## src/rtl/carga_pkg.sv

```systemverilog
`default_nettype none
// ============================================================================
// Module      : carga_pkg
// Description : Shared definitions for the two-stage capture sequencer.
//               State width and state codes (also used by debug logic that
//               decodes the 'estado' output) and the default timeout.
// Revision    : 1.0 - initial release
// ============================================================================
package carga_pkg;

    localparam int ST_W = 3;

    localparam logic [ST_W-1:0] ST_IDLE  = 3'd0;
    localparam logic [ST_W-1:0] ST_ESP_T = 3'd1;
    localparam logic [ST_W-1:0] ST_ESP_P = 3'd2;
    localparam logic [ST_W-1:0] ST_ESP_B = 3'd3;
    localparam logic [ST_W-1:0] ST_CONF  = 3'd4;
    localparam logic [ST_W-1:0] ST_ERR   = 3'd5;

    localparam int DEF_TIMEOUT = 255;

endpackage
`default_nettype wire

```

## src/rtl/contador_timeout.sv

```systemverilog
`default_nettype none
// ============================================================================
// Module      : contador_timeout
// Description : Per-state wait counter for the capture sequencer.
//               Ports: clk, reset (async, active-high), clr (synchronous
//               clear, wins over en), en (count one waiting cycle),
//               fin (count has reached TIMEOUT-1).
//               The count saturates at TIMEOUT-1 and never wraps.
// Revision    : 1.0 - initial release
// ============================================================================
module contador_timeout #(
    parameter int TIMEOUT = 255,
    parameter int CNT_W   = 8
) (
    input  logic clk,
    input  logic reset,
    input  logic clr,
    input  logic en,
    output logic fin
);

    localparam logic [CNT_W-1:0] c_last = CNT_W'(TIMEOUT - 1);
    localparam logic [CNT_W-1:0] c_one  = {{(CNT_W-1){1'b0}}, 1'b1};

    logic [CNT_W-1:0] r_cnt;

    always_ff @(posedge clk or posedge reset) begin
        if (reset) begin
            r_cnt <= '0;
        end else if (clr) begin
            r_cnt <= '0;
        end else if (en && (r_cnt != c_last)) begin
            r_cnt <= r_cnt + c_one;
        end
    end

    assign fin = (r_cnt == c_last);

endmodule
`default_nettype wire

```

## src/rtl/secuenciador_carga.sv

```systemverilog
`default_nettype none
// ============================================================================
// Module      : secuenciador_carga
// Description : Control sequencer for the two-stage capture datapath.
//               Enforces capture order T -> P -> B -> commit, issuing
//               one-cycle register enables, with a per-state timeout and a
//               clean abort path so the second stage never sees a partial set.
//   Ports:
//     clk, reset                : clock, async active-high reset
//     iniciar                   : start request (accepted in IDLE only)
//     terminar                  : commit in CONF, abort in ESP_T/P/B
//     validat/validap/validab   : stage-valid strobes
//     pasar1/pasar2/pasar3      : first-stage register enables (1 cycle)
//     listo                     : second-stage register enable (1 cycle)
//     ocupado                   : high whenever the state is not IDLE
//     error                     : sticky abort/timeout flag
//     estado                    : current state code (debug)
// Revision    : 1.0 - initial release
// ============================================================================
module secuenciador_carga
    import carga_pkg::*;
#(
    parameter int TIMEOUT = DEF_TIMEOUT,
    parameter int CNT_W   = 8
) (
    input  logic            clk,
    input  logic            reset,
    input  logic            iniciar,
    input  logic            terminar,
    input  logic            validat,
    input  logic            validap,
    input  logic            validab,
    output logic            pasar1,
    output logic            pasar2,
    output logic            pasar3,
    output logic            listo,
    output logic            ocupado,
    output logic            error,
    output logic [ST_W-1:0] estado
);

    logic [ST_W-1:0] r_state;
    logic [ST_W-1:0] w_next;
    logic            r_pasar1, r_pasar2, r_pasar3, r_listo, r_ocupado, r_error;
    logic            w_pasar1, w_pasar2, w_pasar3, w_listo, w_error;
    logic            w_wait;
    logic            w_en;
    logic            w_fin;

    // The counter only advances while parked in a wait state; any state
    // change (event or timeout) or leaving the wait states clears it.
    assign w_wait = (r_state == ST_ESP_T) || (r_state == ST_ESP_P) ||
                    (r_state == ST_ESP_B) || (r_state == ST_CONF);
    assign w_en   = w_wait && (w_next == r_state);

    contador_timeout #(
        .TIMEOUT (TIMEOUT),
        .CNT_W   (CNT_W)
    ) u_contador (
        .clk   (clk),
        .reset (reset),
        .clr   (~w_en),
        .en    (w_en),
        .fin   (w_fin)
    );

    // Next state and next registered outputs.
    // Priority inside each wait state: terminar > own valid > timeout.
    always_comb begin
        w_next   = r_state;
        w_pasar1 = 1'b0;
        w_pasar2 = 1'b0;
        w_pasar3 = 1'b0;
        w_listo  = 1'b0;
        w_error  = r_error;
        case (r_state)
            ST_IDLE: begin
                if (iniciar) begin
                    w_next  = ST_ESP_T;
                    w_error = 1'b0;
                end
            end
            ST_ESP_T: begin
                if (terminar) begin
                    w_next  = ST_ERR;
                    w_error = 1'b1;
                end else if (validat) begin
                    w_next   = ST_ESP_P;
                    w_pasar1 = 1'b1;
                end else if (w_fin) begin
                    w_next  = ST_ERR;
                    w_error = 1'b1;
                end
            end
            ST_ESP_P: begin
                if (terminar) begin
                    w_next  = ST_ERR;
                    w_error = 1'b1;
                end else if (validap) begin
                    w_next   = ST_ESP_B;
                    w_pasar2 = 1'b1;
                end else if (w_fin) begin
                    w_next  = ST_ERR;
                    w_error = 1'b1;
                end
            end
            ST_ESP_B: begin
                if (terminar) begin
                    w_next  = ST_ERR;
                    w_error = 1'b1;
                end else if (validab) begin
                    w_next   = ST_CONF;
                    w_pasar3 = 1'b1;
                end else if (w_fin) begin
                    w_next  = ST_ERR;
                    w_error = 1'b1;
                end
            end
            ST_CONF: begin
                if (terminar) begin
                    w_next  = ST_IDLE;
                    w_listo = 1'b1;
                end else if (w_fin) begin
                    w_next  = ST_ERR;
                    w_error = 1'b1;
                end
            end
            ST_ERR: begin
                w_next = ST_IDLE;
            end
            default: begin
                // Codes 6 and 7 are unreachable; fall back to IDLE.
                w_next = ST_IDLE;
            end
        endcase
    end

    always_ff @(posedge clk or posedge reset) begin
        if (reset) begin
            r_state   <= ST_IDLE;
            r_pasar1  <= 1'b0;
            r_pasar2  <= 1'b0;
            r_pasar3  <= 1'b0;
            r_listo   <= 1'b0;
            r_ocupado <= 1'b0;
            r_error   <= 1'b0;
        end else begin
            r_state   <= w_next;
            r_pasar1  <= w_pasar1;
            r_pasar2  <= w_pasar2;
            r_pasar3  <= w_pasar3;
            r_listo   <= w_listo;
            r_ocupado <= (w_next != ST_IDLE);
            r_error   <= w_error;
        end
    end

    assign pasar1  = r_pasar1;
    assign pasar2  = r_pasar2;
    assign pasar3  = r_pasar3;
    assign listo   = r_listo;
    assign ocupado = r_ocupado;
    assign error   = r_error;
    assign estado  = r_state;

endmodule
`default_nettype wire

```

## config.mk

```make
export PLATFORM = sky130hd
export DESIGN_NAME = secuenciador_carga
export DESIGN_NICKNAME = d
export VERILOG_FILES = /design/src/rtl/carga_pkg.sv /design/src/rtl/contador_timeout.sv /design/src/rtl/secuenciador_carga.sv
export SDC_FILE = /design/constraint.sdc
export NUM_CORES = 1
export LEC_CHECK = 0
export ABC_AREA = 1
export BUFFER_PORTS_ARGS = -buffer_cell sky130_fd_sc_hd__buf_2
export CAP_MARGIN = 15
export CELL_PAD_IN_SITES_DETAIL_PLACEMENT = 1
export CELL_PAD_IN_SITES_GLOBAL_PLACEMENT = 2
export CORE_MARGIN = 5
export CORE_UTILIZATION = 33
export CTS_CLUSTER_SIZE = 20
export DETAILED_ROUTE_END_ITERATION = 16
export PLACE_DENSITY = 0.81
export REMOVE_ABC_BUFFERS = 1
export SYNTH_ARGS = -nofsm -noshare
export SYNTH_HDL_FRONTEND = slang
export SYNTH_SLANG_ARGS = --single-unit
```

## constraint.sdc

```tcl
create_clock -name clk -period 4.7 [get_ports clk]
set_clock_uncertainty 0.15 [all_clocks]
set_input_delay 0.94 -clock clk [delete_from_list [all_inputs] [get_ports clk]]
set_output_delay 0.94 -clock clk [all_outputs]
set_load 0.05 [all_outputs]
```

Word-level counts from Yosys, hierarchy flattened
Index checks and enable logic that the tools add are counted.
W data, S select, Z words.
{ "totals": {"reg_bits": 17, "out_inout_bits": 9, "elab_cells": 64} }
{ "op_classes": {"mux": 33, "n_addsub": 1, "n_eq_ne": 13, "n_reduce_logical": 9} }
{ "op_table": {"columns": ["op", "count"], "rows": [
  ["$mux W3", 9],
  ["$mux W1", 20],
  ["$mux W8", 2],
  ["$pmux W3 S5", 1],
  ["$ne A3 B3 Y1 const B", 3],
  ["$add A8 B1 Y8 const B", 1],
  ["$eq A8 B8 Y1 const B", 1],
  ["$ne A8 B8 Y1 const B", 1],
  ["$eq A3 B2 Y1 const B", 2],
  ["$ne A2 B2 Y1 const B", 3],
  ["$reduce_and A6 Y1", 1],
  ["$pmux W1 S5", 1],
  ["$reduce_bool A5 Y1", 1],
  ["$eq A3 B1 Y1 const B", 1],
  ["$eq A3 B3 Y1", 1],
  ["$eq A3 B3 Y1 const B", 1],
  ["$logic_not A3 Y1", 1],
  ["$logic_or A1 B1 Y1", 3],
  ["$reduce_bool A3 Y1", 1],
  ["$logic_and A1 B1 Y1", 2]
]} }

Longest topological paths before layout
Gate-level depths: netlist (run 1).
{ "logic_depth": {"word_depth": 10, "mapped_depth": 11, "depth_no_buf": 11} }

Cells and area by module
A second synthesis (run 1) with hierarchy kept.
{ "unflattened": {"cells_unflattened": 166, "hier_area_um2": 1164.9} }
{ "modules_own_cells": {"columns": ["module", "n_inst", "cells_per_inst", "seq_area_each_um2", "area_each_um2"], "rows": [
  ["secuenciador_carga", 1, 94, 225.2, 645.6],
  ["contador_timeout", 1, 72, 200.2, 519.2]
]} }

Worst setup path before layout (run 1)
OpenSTA, ideal clock, no wires.
{ "synth_path": {"kind": "input -> register", "from": "input port terminar", "to": "register u_contador.r_cnt[5]", "arrival_ps": 1680, "n_path_buf": 0, "setup_ps": 120, "setup_slack_ps": 2750, "cell_stages": 7, "path_cell_list": "inv_1 > nand3_1 > nand2_1 > o21ai_2 > nand3_1 > nand3_4 > nor2_1"} }
{ "synth_via": {"elab_chain_cells": 6} }
{ "synth_rtl": {"columns": ["item", "line_no", "source"], "rows": [
  ["from (decl)", "secuenciador_carga.sv:29", "input logic terminar,"],
  ["$mux W3 (on tied branches)", null, null],
  ["$pmux W3 S5 *", "secuenciador_carga.sv:76", "case (r_state)"],
  ["$eq A3 B3 Y1 *", "secuenciador_carga.sv:54", "assign w_en = w_wait && (w_next == r_state);"],
  ["$logic_and A1 B1 Y1 *", "secuenciador_carga.sv:54", null],
  ["$logic_and A1 B1 Y1", "contador_timeout.sv:32", "end else if (en && (r_cnt != c_last)) begin"],
  ["$ne A2 B2 Y1 (no line)", null, null],
  ["to (signal assigned)", "contador_timeout.sv:33", "r_cnt <= r_cnt + c_one;"],
  ["to (decl)", "contador_timeout.sv:25", "logic [CNT_W-1:0] r_cnt;"]
]} }
Mark *: on every way between the ends. The rest lies on a longest branch, timed or not.
A chain may end at the register's enable or synchronous reset.

Worst setup path in the final report (run 1)
{ "layout_path": {"from": "register r_state[2], in the netlist estado[2]", "to": "output port estado[2]"} }
{ "layout_lines": {"columns": ["item", "line_no", "source"], "rows": [
  ["from (decl)", "secuenciador_carga.sv:42", "logic [ST_W-1:0] r_state;"],
  ["from (signal assigned)", "secuenciador_carga.sv:148", "r_state <= w_next;"],
  ["to (decl)", "secuenciador_carga.sv:39", "output logic [ST_W-1:0] estado"]
]} }
No word-level cell between the ends.

==> flow_summary.toml, run 1 <==
[outcome]
run_status = "finished clean"

[clock_tree]
clock_path_buffers = 2
cts_repair_resize_count = 0
ctsHtreeMaxLevel = 1
tritoncts.num_buffers = 3
ctsRootBufferMaster = "clkbuf_4"
numClockSinks = 17
clk_pin_slew_worst_paths_ns = 0.10
tritoncts = "built"
post_cts_hold_buffer_count = 0
postCtsSetupRepairBufs = 0
clock_insertion_delay_worst_skew_ns = 0.28

[setup_path]
cpLargestDelayFamily = "flip-flops"
worstSetupPathType = "reg -> out"
critPathBufInv = 1
critical_path.startpoint_type = "register"
crit_path_max_incr_delay_ns = 0.51
rr_worst_depth = 8
crit_chain = "buf_2"
regToRegSetupSlack_ns = 2.87
regToRegEndpoint = "u_contador.r_cnt[6]"
path_max_fanout = 8
crit_required_ns = 3.61
setup.worst_path.end_class = "primary output"
critPathSlowestCell = "dfrtp_1"
critPathArrivalTime_ns = 1.12
r2r-start = "estado[0]"

[flow_run]
max-cap-violations = 0

[synthesis]
register_bit_count_reported_by_yosys = 17
netlist.area_leader.share = 0.458
synthSimpleGateAreaFrac = 0.332
yosysUniqueCellTypes = 19
post_synth.cell_area_avg_um2 = 7.75
post_synth_fa_ha_maj_area_fraction = 0.0269
synthesis.area_um2 = 930
synth_top_cell_by_area = "dfrtp_1"
synth_xor_area_frac = 0.0565
synth.yosys.seq_area_share = 0.458
synthTopCellsByArea = "dfrtp_1 46%, nand2_1 12%, nor2_1 6.9%"
postSynthCellCount = 120
area_fraction_in_compound_gates_after_synthesis = 0.0579
dominant_combinational_cell_family_by_area_after_synthesis = "simple AND/OR/NAND/NOR gates"
yosysWarningCount = 0
mux_contribution_to_synthesized_area = 0

[sta]
setup_viol_count_final = 0
setup_tns_ns = 0
timing.slew.headroom = 0.579
crit_share_post_route = 0.470
max_slew.worst_pin.slew_ns = 0.631
setup_ws_ns = 2.49
final_max_slew_viol_count = 0
finalCriticalPeriod_ns = 2.21
fmax_mhz = 453
grt_setup_unrepaired = "no"
report.final.hold_viol_count = 0

[power]
leakage_uw = 0.000594
fin_total_pwr_uw = 586
peakVddDrop_v = 0.000238
power.density_nw_per_um2 = 548

[routing]
drc = 0
drt_pre_antenna_iters = 4
route.detailed.wl_per_inst_um = 14.1
drt-initial-drc-count = 16
drtAntennaViolNets = 0
detail_route.vias_per_cell = 4.91
total_number_of_vias = 834
postRouteWirelength_um = 2400

[floorplan]
die_footprint_um2 = 3980
floorplan.die.height_um = 63.1
chipWidth_um = 63.1
ios = 16
design.core.area_um2 = 2730
num_rows = 19
effective_utilization_at_floorplan = 0.340

[layout]
antenna_cells_inserted = 0
design.final.nets = 149
final_layout_size_suffix_gt1_frac = 0.209
post-route-util = 0.391
area.growth.synth_to_final_pct = 15.1
finalNonFillerCells = 170

[placement]
dpl_worst_slack_ns = 2.39
final_hpwl_dp_um = 1950
gp_routability_congestion = 0.855
dp.cells = 166
io_buffer_count = 15

[global_route]
met3_usage = 0.0373
first_global_vias = 897
grt_antenna_before_repair = 0
grt_first_pass_wirelength_um = 4100
grt_max_degree = 18
gr-usage-met1 = 0.162
top_usage_layer = "met2"
grtUsageTotal = 0.129
overflow = 0
grtUsageMet2 = 0.213

[min_path]
hold_class = "reg -> reg"
worstHoldStart = "u_contador.r_cnt[0]"
hold_path_depth = 1
timing.hold.worst_endpoint = "u_contador.r_cnt[0]"
==> worst register-to-register path, delay by kind of cell (launching register included) <==
family	cells	cell delay, ns
flip-flops	1	0.47
buffers and inverters	1	0.14
AND/OR/NAND/NOR	7	0.96
==> flip-flops by register name, summed over array words and instances (netlist names) <==
| register | flops |
|---|---|
| pasar1 | 1 |
| listo | 1 |
| estado | 3 |
| u_contador.r_cnt | 8 |
| pasar3 | 1 |
| ocupado | 1 |
| pasar2 | 1 |
| error | 1 |
==> cell families after synthesis <==
group                      after synthesis
AOI/OAI and AO/OA                       10
xor gates and xnor gates                 6
adders and majority gates                2
buffers and inverters                   17
DFF                                     17
and+or+nand+nor                         68
==> layout by cell type (no fill, tap or decap) <==
| cell | instances |
|---|---|
| nand2_1 | 29 |
| nor2_1 | 17 |
| dfrtp_1 | 17 |
| buf_2 | 15 |
| inv_1 | 14 |
| nand3_1 | 11 |
| a21oi_1 | 5 |
| xor2_1 | 4 |
| nand2_2 | 4 |
| o21ai_0 | 4 |
| inv_2 | 3 |
| clkbuf_4 | 3 |
| nor3_1 | 2 |
| xnor2_1 | 2 |
| ha_1 | 2 |
| o21ai_2 | 1 |
| nor3_2 | 1 |
| nand3_4 | 1 |
| nor4_1 | 1 |
| nand4_1 | 1 |
| nor2_2 | 1 |
| clkbuf_1 | 1 |
==> routing by layer <==
metal  up-vias  routed length, um  share of wire
met1       406               1090           0.46
met3         2                 94          0.039
li1        414                  -              -
met5         -                  0              0
met4         0                 16         0.0067
met2        12               1190           0.50
==> cells in the mapped netlist, drive strengths merged <==
| master | instances |
|---|---|
| nand4 | 1 |
| a21oi | 5 |
| nand3 | 12 |
| xor2 | 4 |
| ha | 2 |
| nor2 | 18 |
| xnor2 | 2 |
| dfrtp | 17 |
| inv | 17 |
| nor4 | 1 |
| o21ai | 5 |
| nand2 | 33 |
| nor3 | 3 |
==> worst max-delay path by stage <==
stage	startpoint	to	slack [ns]	depth (start not counted)
final	estado[2]	estado[2]	2.49	1
after floorplan	terminar	u_contador.r_cnt[5]	2.75	7
after detailed placement	terminar	u_contador.r_cnt[1]	2.39	10
after global routing	estado[2]	estado[2]	2.42	1
after global placement	terminar	u_contador.r_cnt[7]	2.40	9
after CTS	estado[2]	estado[2]	2.47	1
==> layout make-up <==
class | instances | area [um^2]
fillers | 350 | 1660
multi-input cells | 86 | 440
flip-flops and latches | 17 | 425
repair buffers | 15 | 75.1
inverters | 17 | 63.8
well taps | 31 | 38.8
clock buffers | 4 | 26.3
==> report_power, final <==
| group | switching [uW] | total, uW | internal (uW) |
|---|---|---|---|
| Combinational | 229 | 308 | 79.6 |
| Clock | 42.6 | 75.5 | 32.9 |
| Sequential | 30.4 | 202 | 172 |
==> stage by stage <==
stage / area (um^2) / hold slack, ns
final: 1070 / 0.343
after global placement: 1040 / 0.324
after detailed placement: 1040 / 0.334
after CTS: 1070 / 0.348
after floorplan: 930 / 0.301
after global routing: 1070 / 0.371
Note: power is estimated with default switching activity, not from simulation.
==> run 2: changes to the inputs <==
--- a/config.mk
+++ b/config.mk
@@ -11,10 +11,10 @@
 export CELL_PAD_IN_SITES_DETAIL_PLACEMENT = 1
 export CELL_PAD_IN_SITES_GLOBAL_PLACEMENT = 2
 export CORE_MARGIN = 5
-export CORE_UTILIZATION = 33
+export CORE_UTILIZATION = 28
 export CTS_CLUSTER_SIZE = 20
 export DETAILED_ROUTE_END_ITERATION = 16
-export PLACE_DENSITY = 0.81
+export PLACE_DENSITY = 0.73
 export REMOVE_ABC_BUFFERS = 1
 export SYNTH_ARGS = -nofsm -noshare
 export SYNTH_HDL_FRONTEND = slang
==> constraint.sdc (replaced) <==
create_clock -name clk -period 1.85 [get_ports clk]
set_clock_uncertainty 0.15 [all_clocks]
set_input_delay 0.37 -clock clk [delete_from_list [all_inputs] [get_ports clk]]
set_output_delay 0.37 -clock clk [all_outputs]
set_load 0.05 [all_outputs]
==> run 2 against run 1 <==
  * Non-clock buffer count is 14 higher
  * Power grew to 3.0 times the previous value
  * Sequential cell count stayed put
  * The run now ends with hold timing left
  * Sequential power rose to 2.6 times the previous value
==> flow_summary.toml, run 2 (synthesis results as in run 1) <==
[sta]
report.final.hold_viol_count = 17
fmax_mhz = 570
crit_share_post_route = 0.948
max_slew.worst_pin.slew_ns = 0.615
fin_worst_hold_slack_ns = -0.0188
final_max_slew_viol_count = 0
timing.slew.headroom = 0.590
finalCriticalPeriod_ns = 1.75
setup_ws_ns = 0.0958
setup_viol_count_final = 0

[routing]
drtAntennaViolNets = 0
drc = 0
total_number_of_vias = 887
postRouteWirelength_um = 2620
drt-initial-drc-count = 13
route.detailed.wl_per_inst_um = 13.1
detail_route.vias_per_cell = 4.46
drt_pre_antenna_iters = 3

[floorplan]
design.core.area_um2 = 3280
effective_utilization_at_floorplan = 0.283
die_footprint_um2 = 4570
chipWidth_um = 67.6
ios = 16
floorplan.die.height_um = 67.6
num_rows = 21

[clock_tree]
tritoncts.num_buffers = 3
tritoncts = "built"
clk_pin_slew_worst_paths_ns = 0.10
ctsRootBufferMaster = "clkbuf_4"
clock_insertion_delay_worst_skew_ns = 0.29
numClockSinks = 17
clock_path_buffers = 2
ctsHtreeMaxLevel = 1

[outcome]
run_status = "finished with violations"
violations_in_the_final_reports = "hold timing"

[global_route]
overflow = 0
grt_max_degree = 18
grt_antenna_before_repair = 0
grtUsageTotal = 0.121
first_global_vias = 893
grt_first_pass_wirelength_um = 4110

[placement]
gp_routability_congestion = 0.798
final_hpwl_dp_um = 1960
dp.cells = 186
io_buffer_count = 15
dpl_worst_slack_ns = 0.0376

[setup_path]
path_max_fanout = 8
setup.worst_path.end_class = "register"
r2r-start = "u_contador.r_cnt[0]"
startpoint = "u_contador.r_cnt[0]"
critical_path.startpoint_type = "register"
critPathArrivalTime_ns = 1.82
worstSetupPathType = "reg -> reg"
crit_required_ns = 1.92

[layout]
leading_cell_type_in_the_layout_fill_and_taps_excluded = "nand2_1"
final_layout_size_suffix_gt1_frac = 0.418
area.growth.synth_to_final_pct = 36.3
design.final.nets = 163
antenna_cells_inserted = 0
max_reg_flops = 8
registers.top_by_ff_count = "u_contador.r_cnt"
layout_common_cells = "24 x nand2_1, 15 x buf_2, 14 x dfrtp_1"
n_fill_cell = 422
finalNonFillerCells = 199

[power]
power.density_nw_per_um2 = 1400
share_of_power_burned_in_registers = 0.295
leakage_uw = 0.000670
p_comb_frac = 0.596
pwr-share-clk = 0.109
switching_power_uw = 871
power.share.switching = 0.492
fin_total_pwr_uw = 1770
peakVddDrop_v = 0.000309
intPower_uw = 898

[min_path]
hold_class = "in -> async"

[flow_run]
max-cap-violations = 0
[run 2: changes by cell type in the layout (fill, tap and decap cells not counted), sizes merged]
| cell | previous run | this run |
|---|---|---|
| buf | 15 | 29 |
| clkbuf | 4 | 3 |
| clkinv | 0 | 1 |
[run 2: path summary, 6_finish.rpt]
path / end / slack [ns] / cells past startpoint
max: u_contador.r_cnt[6] / 0.1 / 11
min: u_contador.r_cnt[2] / -0.02 / 2
max reg2reg: u_contador.r_cnt[6] / 0.1 / 11
min reg2reg: u_contador.r_cnt[0] / 0.34 / 1
max in group asynchronous: estado[2] / 1.14 / 2
min in group clk: pasar2 / 0.25 / 3
[run 2: metal layers]
layer | track usage | routed length [um]
met5 | 0 | 0
met4 | 0.0684 | 86
met3 | 0.0283 | 85
met2 | 0.183 | 1310
met1 | 0.157 | 1130
[run 2: area by class of cell]
cell class	count	area, um^2	share of cell area
well taps	46	57.6	0.0454
flip-flops and latches	17	429	0.339
inverters	17	66.3	0.0523
repair buffers	29	184	0.145
clock buffers	3	22.5	0.0178
clock inverters	1	5.00	0.00395
multi-input cells	86	503	0.397
[run 2: power by group through the flow]
stage	clock, uW	sequential [uW]	combinational [uW]
3_5_place_dp	0	516	823
6_report	194	522	1050
3_3_place_gp	0	517	817
5_1_grt	220	531	1160
2_1_floorplan	0	689	420
4_1_cts	204	509	826
[run 2: critical path, stage by stage (launching register included)]
cell     delay [ns]
dfrtp_1        0.40
inv_1          0.06
ha_1           0.19
nand2_1        0.07
inv_1          0.04
nand3_2        0.12
nand2_1        0.07
nand2_1        0.11
nand3_1        0.09
nand2_1        0.11
nand3_4        0.14
nor2_1         0.13
[run 2: per-stage QoR]
stage / cell area, um^2 / utilization / TNS (ns)
after detailed placement: 1100 / 0.335 / 0
final: 1270 / 0.386 / 0
after global placement: 1100 / 0.335 / 0
after global routing: 1270 / 0.386 / -0.0335
after floorplan: 930 / - / 0
after CTS: 1130 / 0.343 / 0
[run 2: what timing repair did]
| action | 4_1_cts | 5_1_grt |
|---|---|---|
| endpoints found under the setup margin | 0 | 9 |
| resized for setup | 0 | 24 |
| hold buffers | 0 | 0 |
| buffers inserted | 0 | 9 |
==> run 3: changes to the inputs <==
--- a/config.mk
+++ b/config.mk
@@ -5,13 +5,12 @@
 export SDC_FILE = /design/constraint.sdc
 export NUM_CORES = 1
 export LEC_CHECK = 0
-export ABC_AREA = 1
 export BUFFER_PORTS_ARGS = -buffer_cell sky130_fd_sc_hd__buf_2
 export CAP_MARGIN = 15
 export CELL_PAD_IN_SITES_DETAIL_PLACEMENT = 1
 export CELL_PAD_IN_SITES_GLOBAL_PLACEMENT = 2
 export CORE_MARGIN = 5
-export CORE_UTILIZATION = 28
+export CORE_UTILIZATION = 31
 export CTS_CLUSTER_SIZE = 20
 export DETAILED_ROUTE_END_ITERATION = 16
 export PLACE_DENSITY = 0.73
==> run 3 against run 2 <==
  * The run ends with hold timing, setup timing left
  * Combinational power grew 4%
  * Global-route usage rose by 1.8 points
  * Clock power increased by 3%
  * Worst setup slack got worse by 0.23 ns
  * Count of clock-buffer cells in the layout rose by 1
  * Maximum frequency down 12%
  * Sequential cell count did not move
  * Register-to-register slack got worse by 0.23 ns
  * Routed wire length increased by 10%
==> flow_summary.toml, run 3 <==
[layout]
multiInputGateArea_um2 = 621
post-route-util = 0.428
design.final.nets = 155
leading_cell_type_in_the_layout_fill_and_taps_excluded = "buf_4"
stdcell_area_um2 = 1430
registers.top_by_ff_count = "u_contador.r_cnt"
regArea_um2 = 429
final_layout_size_suffix_gt1_frac = 0.448
n_fill_cell = 410
layout_common_cells = "21 x buf_4, 14 x dfrtp_1, 14 x buf_2"
area.growth.synth_to_final_pct = 34.5
finalNonFillerCells = 191
max_reg_flops = 8
antenna_cells_inserted = 0

[min_path]
hold_class = "in -> async"

[synthesis]
synthesis.area_um2 = 1060
yosysWarningCount = 0
synth.most_common_cell = "dfrtp_1"
ys_async_sr_fraction = 1.00
post_synth.cell_area_avg_um2 = 9.75
register_bit_count_reported_by_yosys = 17
post_synth_most_frequent_cells = "17 x dfrtp_1, 13 x a21oi_1, 7 x inv_1, 7 x nand2_1, 7 x nor2_1"
area_fraction_in_compound_gates_after_synthesis = 0.183
postSynthCellCount = 109
dominant_combinational_cell_family_by_area_after_synthesis = "simple AND/OR/NAND/NOR gates"
mux_contribution_to_synthesized_area = 0
synthTopCellsByArea = "dfrtp_1 40%, a21oi_1 6.1%, xor2_1 3.3%"
netlist.area_leader.share = 0.400
synth_xor_area_frac = 0.0412
synth.yosys.seq_area_share = 0.400
synth_enable_flop_cells = 0
post_synth_fa_ha_maj_area_fraction = 0.0236
synth_top_cell_by_area = "dfrtp_1"
synthSimpleGateAreaFrac = 0.285
dominantRegCellSynth = "dfrtp_1"
yosysUniqueCellTypes = 41

[setup_path]
crit_required_ns = 1.87
critical_path.startpoint_type = "register"
critPathArrivalTime_ns = 2.00
worstSetupPathType = "reg -> reg"
critPathSlowestCell = "or4_1"
cpLargestDelayFamily = "simple AND/OR/NAND/NOR gates"
critPathBufInv = 0
crit_chain = "nor3b_4 > nor4_4 > o32ai_2 > or4_1"
path_max_fanout = 8
setup.worst_path.end_class = "register"
crit_path_max_incr_delay_ns = 0.53

[clock_tree]
clock_path_buffers = 2
post_cts_hold_buffer_count = 0
numClockSinks = 17
ctsRootBufferMaster = "clkbuf_4"
tritoncts = "built"
tritoncts.num_buffers = 3
ctsHtreeMaxLevel = 1
clock_insertion_delay_worst_skew_ns = 0.29
clk_pin_slew_worst_paths_ns = 0.10

[routing]
drt-initial-drc-count = 23
drtAntennaViolNets = 0
drc = 0
detail_route.vias_per_cell = 5.10
postRouteWirelength_um = 2890
wl_met1_um = 1360
maxUsedRoutingLayer = "met4"
drt_pre_antenna_iters = 4
met3_wirelength_um = 71
route.detailed.wl_per_inst_um = 15.1
dr_wl_met2_um = 1390
total_number_of_vias = 974

[power]
power.density_nw_per_um2 = 1280
peakVddDrop_v = 0.000523
leakage_uw = 0.000633

[sta]
final_max_slew_viol_count = 0
timing.slew.headroom = 0.571
setup_viol_count_final = 3
grt_setup_unrepaired = "yes"
crit_share_post_route = 1.07
report.final.hold_viol_count = 10
finalCriticalPeriod_ns = 1.98
setup_ws_ns = -0.133
fin_worst_hold_slack_ns = -0.00766
max_slew.worst_pin.slew_ns = 0.643
fmax_mhz = 504

[global_route]
grt_max_degree = 18
grt_first_pass_wirelength_um = 4840
grt_antenna_before_repair = 0
overflow = 0
first_global_vias = 1024
grtUsageTotal = 0.139

[placement]
dp.cells = 186
final_hpwl_dp_um = 2200
placement.cell_area_um2 = 1320
gp_routability_congestion = 0.839
io_buffer_count = 15
dpl_worst_slack_ns = -0.200

[floorplan]
num_rows = 21
floorplan.die.height_um = 68.5
design.core.area_um2 = 3340
chipWidth_um = 68.5
ios = 16
effective_utilization_at_floorplan = 0.318
die_footprint_um2 = 4700

[outcome]
violations_in_the_final_reports = "hold timing, setup timing"
run_status = "finished with violations"

[flow_run]
max-cap-violations = 0
-- run 3: cell types whose count changed in the layout (fill, tap and decap cells not counted), sizes merged, moves of 7 or more --
| cell | before | now |
|---|---|---|
| inv | 17 | 7 |
| nand2 | 33 | 7 |
| nand3 | 12 | 5 |
| nor2 | 18 | 7 |
| a21oi | 5 | 13 |
| buf | 29 | 38 |
-- run 3: report_power, final --
part / switching, uW / total, uW / internal (uW) / leakage [uW]
combinational: 639 / 1090 / 450 / 0.000394
sequential: 88.0 / 534 / 446 / 0.000223
clock: 116 / 200 / 84.0 / 0.0000150
-- run 3: repair_timing --
| item | in CTS | in global routing |
|---|---|---|
| endpoints found under the setup margin | 11 | 12 |
| resized for setup | 8 | 12 |
| cloned | 0 | 0 |
| pin swaps | 2 | 9 |
| setup buffers | 1 | 0 |
-- run 3: routing by layer --
layer  track usage  vias up
li1              -      466
met1         0.177      489
met2         0.236       15
met3        0.0113        4
met4        0.0670        0
met5             0        -
-- run 3: final cells by class --
type / instances / area share
Inverter: 7 / 0.0184
Sequential cell: 17 / 0.300
Multi-Input combinational cell: 78 / 0.434
Clock buffer: 4 / 0.0184
Timing Repair Buffer: 39 / 0.188
Tap cell: 46 / 0.0403
-- run 3: cells by family after synthesis --
logic type / after synthesis
adder cells (fa/ha/maj): 2
flip-flops: 17
buffers and inverters: 14
XOR/XNOR: 5
AO/OA/AOI/OAI: 26
AND/OR/NAND/NOR: 45
-- run 3: final timing paths --
path,start,slack [ns],cells after the start,endpoint
worst max-delay path,estado[1],-0.13,4,ocupado
worst min-delay path,reset,-0.008,2,u_contador.r_cnt[5]
worst max register to register,estado[1],-0.13,4,ocupado
worst min register to register,u_contador.r_cnt[5],0.41,2,u_contador.r_cnt[5]
max in group asynchronous,reset,1.10,2,estado[1]
min in group clk,validap,0.27,2,pasar2
-- run 3: worst reg2reg max path, cell delays in order (launching register included) --
cell     delay [ns]
dfrtp_2        0.50
nor3b_4        0.19
nor4_4         0.32
o32ai_2        0.17
or4_1          0.53
-- run 3: through the flow --
stage / hold WS, ns / power, uW / TNS, ns
2_1_floorplan: 0.146 / 1120 / -3.70
3_3_place_gp: 0.344 / 1490 / -0.347
3_5_place_dp: 0.359 / 1510 / -1.05
4_1_cts: 0.0174 / 1780 / -0.279
5_1_grt: 0.0732 / 1930 / -0.802
6_report: -0.00766 / 1820 / -0.315
